$ cat config.mk
export PLATFORM = sky130hd
export DESIGN_NAME = mem_ctrl
export DESIGN_NICKNAME = d
export VERILOG_FILES = /design/src/rtl/mem_ctrl.sv
export SDC_FILE = /design/constraint.sdc
export NUM_CORES = 1
export LEC_CHECK = 0
export CORE_MARGIN = 3
export CORE_UTILIZATION = 49
export DETAILED_ROUTE_END_ITERATION = 8
export PLACE_DENSITY = 0.77
export RECOVER_POWER = 25
export SLEW_MARGIN = 40
export SYNTH_ARGS = -nofsm -noshare
export SYNTH_HDL_FRONTEND = slang
export SYNTH_SLANG_ARGS = --single-unit
$ cat constraint.sdc
create_clock -name clk -period 11.25 [get_ports clk]
set_input_delay 2.25 -clock clk [delete_from_list [all_inputs] [get_ports clk]]
set_output_delay 2.25 -clock clk [all_outputs]
set_load 0.01 [all_outputs]
$ cat src/rtl/mem_ctrl.sv
// mem_ctrl: byte-serial memory controller arbitrating a load/store port and an
// instruction-fetch port onto a single 8-bit RAM interface.
// Each port has a single pending slot. The load/store port always wins arbitration.
// An access of N bytes completes N edges after it starts. A pipeline flush drops
// reads but never drops stores.
// Optional feature: define IO_STALL_EN to hold back write bytes that target the
// IO window (address >= IO_ADDR_BASE) while io_buffer_full is high.
module mem_ctrl #(
  parameter logic [31:0] IO_ADDR_BASE = 32'h00030000
) (
  input  logic        clk,
  input  logic        rst,
  input  logic        rdy,
  input  logic        ena_from_ls,
  input  logic [31:0] addr_from_ls,
  input  logic [31:0] data_from_ls,
  input  logic        wr_flag_from_ls,
  input  logic [2:0]  size_from_ls,
  output logic        ok_flag_to_ls,
  output logic [31:0] data_to_ls,
  input  logic        ena_from_if,
  input  logic [31:0] addr_from_if,
  output logic        ok_flag_to_if,
  output logic [31:0] data_to_if,
  input  logic [7:0]  mem_din,
  output logic [7:0]  mem_dout,
  output logic [31:0] mem_a,
  output logic        mem_wr,
  input  logic        io_buffer_full,
  input  logic        commit_jump_flag,
  output logic [1:0]  state_dbg
);

  typedef enum logic [1:0] {IDLE, LS_READ, LS_WRITE, IF_READ} state_t;
  state_t state, state_nx;

  // Pending request slots, one per port
  logic        ls_pend, ls_wr;
  logic [31:0] ls_addr, ls_data;
  logic [2:0]  ls_size;
  logic        if_pend;
  logic [31:0] if_addr;

  // In-flight access: cnt is the index of the next byte to present
  logic [31:0] cur_addr, cur_data, asm_q, asm_nx, issue_addr;
  logic [2:0]  cur_size, cnt;
  logic [7:0]  wr_byte;
  logic        mem_wr_q;
  logic        start_ls, start_if, step, stall, finish, abort;
  logic        ls_go, if_go, last, stall_hit;

  // The RAM write strobe is forced low while rdy is low, even mid-access
  assign mem_wr    = mem_wr_q & rdy;
  assign state_dbg = state;
  assign last      = (cnt >= cur_size);
  // A flush drops reads that would otherwise start on this very edge
  assign ls_go     = ls_pend && !(commit_jump_flag && !ls_wr);
  assign if_go     = if_pend && !commit_jump_flag;
  // Address of the write byte about to be issued (byte 0 when starting from IDLE)
  assign issue_addr = (state == IDLE) ? ls_addr : (cur_addr + {29'd0, cnt});

`ifdef IO_STALL_EN
  assign stall_hit = io_buffer_full && (issue_addr >= IO_ADDR_BASE);
`else
  logic unused_io;
  assign stall_hit = 1'b0;
  assign unused_io = io_buffer_full | (|IO_ADDR_BASE) | (|issue_addr);
`endif

  // Select the byte of the in-flight store data addressed by cnt
  always_comb begin
    wr_byte = 8'd0;
    case (cnt)
      3'd0:    wr_byte = cur_data[7:0];
      3'd1:    wr_byte = cur_data[15:8];
      3'd2:    wr_byte = cur_data[23:16];
      3'd3:    wr_byte = cur_data[31:24];
      default: wr_byte = 8'd0;
    endcase
  end

  // Merge the RAM byte returned for the previously presented address
  always_comb begin
    asm_nx = asm_q;
    case (cnt)
      3'd1:    asm_nx[7:0]   = mem_din;
      3'd2:    asm_nx[15:8]  = mem_din;
      3'd3:    asm_nx[23:16] = mem_din;
      3'd4:    asm_nx[31:24] = mem_din;
      default: asm_nx = asm_q;
    endcase
  end

  // Next-state and per-edge control decode
  always_comb begin
    state_nx = state;
    start_ls = 1'b0;
    start_if = 1'b0;
    step     = 1'b0;
    stall    = 1'b0;
    finish   = 1'b0;
    abort    = 1'b0;
    case (state)
      IDLE: begin
        if (ls_go) begin
          start_ls = 1'b1;
          state_nx = ls_wr ? LS_WRITE : LS_READ;
        end else if (if_go) begin
          start_if = 1'b1;
          state_nx = IF_READ;
        end
      end
      LS_READ, IF_READ: begin
        if (commit_jump_flag) begin
          abort    = 1'b1;
          state_nx = IDLE;
        end else if (last) begin
          finish   = 1'b1;
          state_nx = IDLE;
        end else begin
          step = 1'b1;
        end
      end
      LS_WRITE: begin
        if (last) begin
          finish   = 1'b1;
          state_nx = IDLE;
        end else if (stall_hit) begin
          stall = 1'b1;
        end else begin
          step = 1'b1;
        end
      end
      default: state_nx = IDLE;
    endcase
    if (!rdy) begin
      state_nx = state;
      start_ls = 1'b0;
      start_if = 1'b0;
      step     = 1'b0;
      stall    = 1'b0;
      finish   = 1'b0;
      abort    = 1'b0;
    end
  end

  // State register
  always_ff @(posedge clk or posedge rst) begin
    if (rst) state <= IDLE;
    else     state <= state_nx;
  end

  // Datapath: pending slots, byte sequencing, read assembly and completion pulses
  always_ff @(posedge clk or posedge rst) begin
    if (rst) begin
      ls_pend <= 1'b0; ls_wr <= 1'b0; ls_addr <= '0; ls_data <= '0; ls_size <= '0;
      if_pend <= 1'b0; if_addr <= '0;
      cur_addr <= '0; cur_data <= '0; cur_size <= '0; cnt <= '0; asm_q <= '0;
      ok_flag_to_ls <= 1'b0; ok_flag_to_if <= 1'b0;
      data_to_ls <= '0; data_to_if <= '0;
      mem_a <= '0; mem_dout <= '0; mem_wr_q <= 1'b0;
    end else if (rdy) begin
      ok_flag_to_ls <= 1'b0;
      ok_flag_to_if <= 1'b0;
      if (commit_jump_flag) begin
        if_pend <= 1'b0;
        if (!ls_wr) ls_pend <= 1'b0;
      end
      if (start_ls) begin
        ls_pend  <= 1'b0;
        cur_addr <= ls_addr;
        cur_data <= ls_data;
        cur_size <= ls_size;
        asm_q    <= '0;
        mem_a    <= ls_addr;
        if (ls_wr && stall_hit) begin
          mem_wr_q <= 1'b0;
          cnt      <= 3'd0;
        end else begin
          mem_wr_q <= ls_wr;
          if (ls_wr) mem_dout <= ls_data[7:0];
          cnt <= 3'd1;
        end
      end
      if (start_if) begin
        if_pend  <= 1'b0;
        cur_addr <= if_addr;
        cur_size <= 3'd4;
        asm_q    <= '0;
        mem_a    <= if_addr;
        mem_wr_q <= 1'b0;
        cnt      <= 3'd1;
      end
      if (step) begin
        mem_a <= cur_addr + {29'd0, cnt};
        cnt   <= cnt + 3'd1;
        if (state == LS_WRITE) begin
          mem_wr_q <= 1'b1;
          mem_dout <= wr_byte;
        end else begin
          asm_q <= asm_nx;
        end
      end
      if (stall || abort) mem_wr_q <= 1'b0;
      if (finish) begin
        mem_wr_q <= 1'b0;
        if (state == IF_READ) begin
          data_to_if    <= asm_nx;
          ok_flag_to_if <= 1'b1;
        end else begin
          ok_flag_to_ls <= 1'b1;
          if (state == LS_READ) data_to_ls <= asm_nx;
        end
      end
      if (ena_from_ls && !(commit_jump_flag && !wr_flag_from_ls)) begin
        ls_pend <= 1'b1;
        ls_wr   <= wr_flag_from_ls;
        ls_addr <= addr_from_ls;
        ls_data <= data_from_ls;
        ls_size <= size_from_ls;
      end
      if (ena_from_if && !commit_jump_flag) begin
        if_pend <= 1'b1;
        if_addr <= addr_from_if;
      end
    end
  end

endmodule

**After elaboration in Yosys (flattened, before gate mapping)**

Cells that the tools add are included.

- Register bits after elaboration: 313
- Output and inout bits: 109

- Add/subtract/negate cells: 2
- Order comparisons: 1
- Equal/unequal tests: 9
- Multiplexer cells: 62
- Bitwise gates (word level): 2
- Reduce and logical (&&, ||, !) cells: 28

Operator list:

| kind | count |
|---|---|
| 32-bit two-way mux | 7 |
| 8-bit two-way mux | 8 |
| 1-bit two-way mux | 33 |
| 32-bit by 3-bit adder with 32-bit output | 1 |
| 8-bit one-hot mux with 4 select lines | 1 |
| 3-bit two-way mux | 5 |
| 2-bit AND reduction | 7 |
| 2-bit two-way mux | 5 |
| 3-bit nonzero test | 3 |
| 3-bit by 2-bit equality test with 1-bit output, second input constant | 2 |
| 1-bit logical AND | 6 |
| 2-bit one-hot mux with 3 select lines | 1 |
| 3-bit AND reduction | 2 |
| 1-bit zero test | 5 |
| 2-bit equality test, second input constant | 2 |
| 1-bit one-hot mux with 2 select lines | 2 |
| 4-bit AND reduction | 1 |
| 3-bit by 1-bit adder with 3-bit output, second input constant | 1 |
| 3-bit by 1-bit equality test with 1-bit output, second input constant | 1 |
| 3-bit equality test, second input constant | 1 |
| 3-bit greater-or-equal comparator | 1 |
| 3-bit zero test | 1 |
| 3-bit by 1-bit != test with 1-bit output, second input constant | 1 |
| 3-bit != test, second input constant | 1 |
| other kinds (6) | 6 |

**Logic depth before layout (Yosys ltp)**

- Depth after elaboration: 13
- Depth in mapped cells: 9
- Mapped depth without buffers: 7

**Worst setup path after synthesis**

Ideal clock, no wire load.

- Path kind: input to output
- Start: in rdy
- End: out mem_wr
- Arrival: 2.470 ns
- Required time: 9.000 ns
- Slack: 6.530 ns
- Stages: 2
- Path buffers: 0
- Cell sequence: inv_1 > nor2_1

- Longest elaborated chain between the ends: 1

Ends and longest elaborated chain:

| what | line | text |
|---|---|---|
| start, declared | 13 | `input logic rdy,` |
| 1-bit bitwise AND | 53 | `assign mem_wr = mem_wr_q & rdy;` |
| end, declared | 28 | `output logic mem_wr,` |

Every way passes these cells.

**Final worst setup path**

Ends and elaborated chain as after synthesis.

==> results.py <==
metrics = {
    "setup_path": {
        "critPathKind": "input port to output pin",
        "crit_arrival_ns": 4.62,
        "start_kind": "input port",
        "cp.required_ns": 9.00,
        "cp-end-kind": "output pin",
        "crit_fanout": 21,
    },
    "detailed_routing": {
        "firstDrtPassIters": 5,
        "vias": 10100,
        "vias_per_cell": 5.62,
        "drt-initial-drc-count": 895,
        "wl_per_cell_um": 18.7,
        "drc": 0,
        "drt-total-wl_um": 33800,
        "antenna_left": 0,
    },
    "clocking": {
        "clkTransAtPathRegs_ns": 0.06,
        "clk_latency_ns": 0.51,
        "cts_num_sinks": 313,
        "clk_path_buf_depth": 3,
        "ctsHtreeMaxLevel": 2,
        "cts_resized": 0,
        "hold_buffers": 0,
        "cts_root_buf": "clkbuf_16",
        "post_cts_buffers": 0,
        "cts_tree": "done",
        "cts_made_buffers": 34,
    },
    "floorplanning": {
        "core_area_um2": 27300,
        "rows": 60,
        "io_pins": 224,
        "die_x_um": 174,
        "start_util_pct": 50.4,
        "die_y_um": 174,
        "dieArea_um2": 30200,
    },
    "logic_synthesis": {
        "synth_compound_area_share_pct": 14.5,
        "synth_xor_area_share_pct": 1.78,
        "synth_edf_count": 0,
        "synth_top_family_by_area": "compound AO/OA/AOI/OAI gates",
        "ys_warn_count": 0,
        "yosys_most_used_dff": "dfrtp_1",
        "synth_cell_types": 68,
        "synth.top_cell.area_share_pct": 56.9,
        "synth-seq-cells": 313,
        "async_flop_share_pct": 100,
        "syn-num-nets": 1347,
        "yosysSeqAreaShare_pct": 56.9,
        "synth.area.top_cells": "dfrtp_1 (57%), mux2_2 (7.6%), nand2_1 (6.7%), o21ai_0 (2.9%), mux2i_1 (1.8%)",
        "yosys.area.top_type": "dfrtp_1",
        "synthAdderAreaFrac_pct": 1.14,
        "synth.avg_cell_area_um2": 11.3,
        "synth_mux_area_share_pct": 10.2,
        "yosys.area_share.simple_pct": 12.1,
        "synthCells": 1220,
        "syn_area_um2": 13800,
    },
    "place": {
        "dpl.hpwl_um": 22700,
        "globalplace.congestion": 0.790,
        "placedCellCount": 1746,
        "portBuffers": 222,
    },
    "power": {
        "vdd_drop_max_mv": 0.121,
        "p_leak_nw": 7.66,
        "total_power_mw": 4.18,
        "power_density_nw_per_um2": 240,
    },
    "sta": {
        "grt_setup_unrepaired": "false",
        "drv_slew": 111,
        "fin_crit_ns": 6.87,
        "finalSetupTns_ns": 0,
        "maxClockFrequency_mhz": 145,
        "worstMarginPinSlew_ns": 4.70,
        "skew_ns": 0.0140,
        "slew_headroom_pct": -215,
        "period_share_pct": 61.1,
        "final_hold_viol_count": 0,
        "setup_viol": 0,
    },
    "cells_and_area": {
        "insertedDiodeCount": 0,
        "final_cells": 1806,
        "syn_to_final_growth_pct": 26.1,
        "num-nets-final": 1539,
        "final_core_util_pct": 63.6,
        "drive_above_1_share_pct": 15.8,
    },
    "grt": {
        "grt_usage_pct": 21.9,
        "antenna_found_initial": 2,
        "grt-ovfl-total": 0,
        "first_global_vias": 9923,
        "grt_max_degree": 111,
        "grt_pass1_wl_um": 53900,
    },
    "outcome": {
        "status": "finished with violations",
        "violations": "capacitance limit, slew limit",
    },
    "job": {
        "drv_cap": 1,
    },
    "hold_path": {
        "hold_path_class": "flip-flop to flip-flop",
    },
}
-- stage by stage --
step	setup WS, ns	hold WS, ns	cell area [um2]
3_3_place_gp	5.16	0.445	16100
6_report	4.38	0.457	17400
5_1_grt	4.20	0.476	17400
2_1_floorplan	0.342	0.433	13800
4_1_cts	5.14	0.467	17300
3_5_place_dp	5.14	0.452	16200
-- area by class of cell --
| cell class | instances | area [um2] |
|---|---|---|
| Multi-Input combinational cell | 811 | 5500 |
| Timing Repair Buffer | 235 | 2390 |
| Sequential cell | 313 | 7830 |
| Clock buffer | 47 | 981 |
| Tap cell | 372 | 465 |
| Inverter | 17 | 65.1 |
| Fill cell | 2176 | 9960 |
| Clock inverter | 11 | 143 |
-- layer usage --
| layer | routed length [um] | vias up | global-route usage [%] | part of all wire, % |
|---|---|---|---|---|
| met4 | 776 | 4 | 5.80 | 2.3 |
| met3 | 2270 | 62 | 5.08 | 6.7 |
| met1 | 14600 | 5074 | 30.0 | 43 |
| li1 | - | 4679 | - | - |
| met2 | 16200 | 325 | 35.6 | 48 |
| met5 | 28 | - | 0 | 0.083 |
-- sequential cells by signal (all words and copies together) (netlist names), 2 cells and up --
name and cells:
asm_q 32, cur_addr 32, cur_data 32, data_to_if 32
data_to_ls 32, if_addr 32, ls_addr 32, ls_data 32
mem_a 32, mem_dout 8, cnt 3, cur_size 3
ls_size 3, state_dbg 2
-- logic make-up (layout without fill, tap and decap cells) --
kind of cell / after synthesis / after routing
AO/OA/AOI/OAI: 277 / 277
XOR/XNOR: 28 / 28
adder cells (fa/ha/maj): 12 / 12
buffers and inverters: 96 / 310
flip-flops: 313 / 313
multiplexers: 127 / 127
AND/OR/NAND/NOR: 367 / 367
-- placed cells by master (no fill, tap or decap), types with 10 or more instances in the layout --
cell             count
dfrtp_1            313
nand2_1            245
clkdlybuf4s50_1    220
mux2_2              93
o21ai_0             79
a21oi_1             41
nor2_1              36
clkbuf_16           35
a22o_1              25
mux2i_1             25
nand3_1             24
o211ai_1            21
xor2_1              19
nand4_1             17
inv_1               14
a22oi_2             13
a21oi_2             12
o22ai_1             11
ha_1                10
-- synthesized netlist by cell type (10+ instances only) --
master / instances
nor2_1: 36
mux2i_1: 25
mux2_2: 93
buf_1: 10
buf_2: 32
nand3_1: 26
nand4_1: 17
clkbuf_1: 23
a21oi_2: 12
a21oi_1: 41
dfrtp_1: 313
o22ai_1: 11
inv_1: 15
ha_1: 11
nand2_1: 245
o21ai_0: 79
a22o_1: 25
a22oi_2: 13
o211ai_1: 20
xor2_1: 19
-- report_power, final --
group | leakage (nW) | internal [mW] | switching [mW]
sequential | 3.95 | 1.47 | 0.277
clock | 0.549 | 0.679 | 0.441
combinational | 3.16 | 0.641 | 0.663
total | 7.66 | 2.79 | 1.38
-- worst max-delay path, cell delays in order --
cell             delay (ns)
dlygate4sd3_1          0.52
clkbuf_1               0.86
inv_1                  0.23
nor2_1                 0.16
clkdlybuf4s50_1        0.59
-- worst paths after layout --
check,to,slack (ns),start,depth (start not counted)
max reg2reg,asm_q[16],8.47,state_dbg[0],7
min,cur_data[26],0.46,ls_data[26],2
max in group asynchronous,if_pend,5.01,rst,4
min reg2reg,cur_data[26],0.46,ls_data[26],2
min in group asynchronous,data_to_ls[10],3.65,rst,2
max,mem_wr,4.38,rdy,5
(Power assumes the default switching activity.)
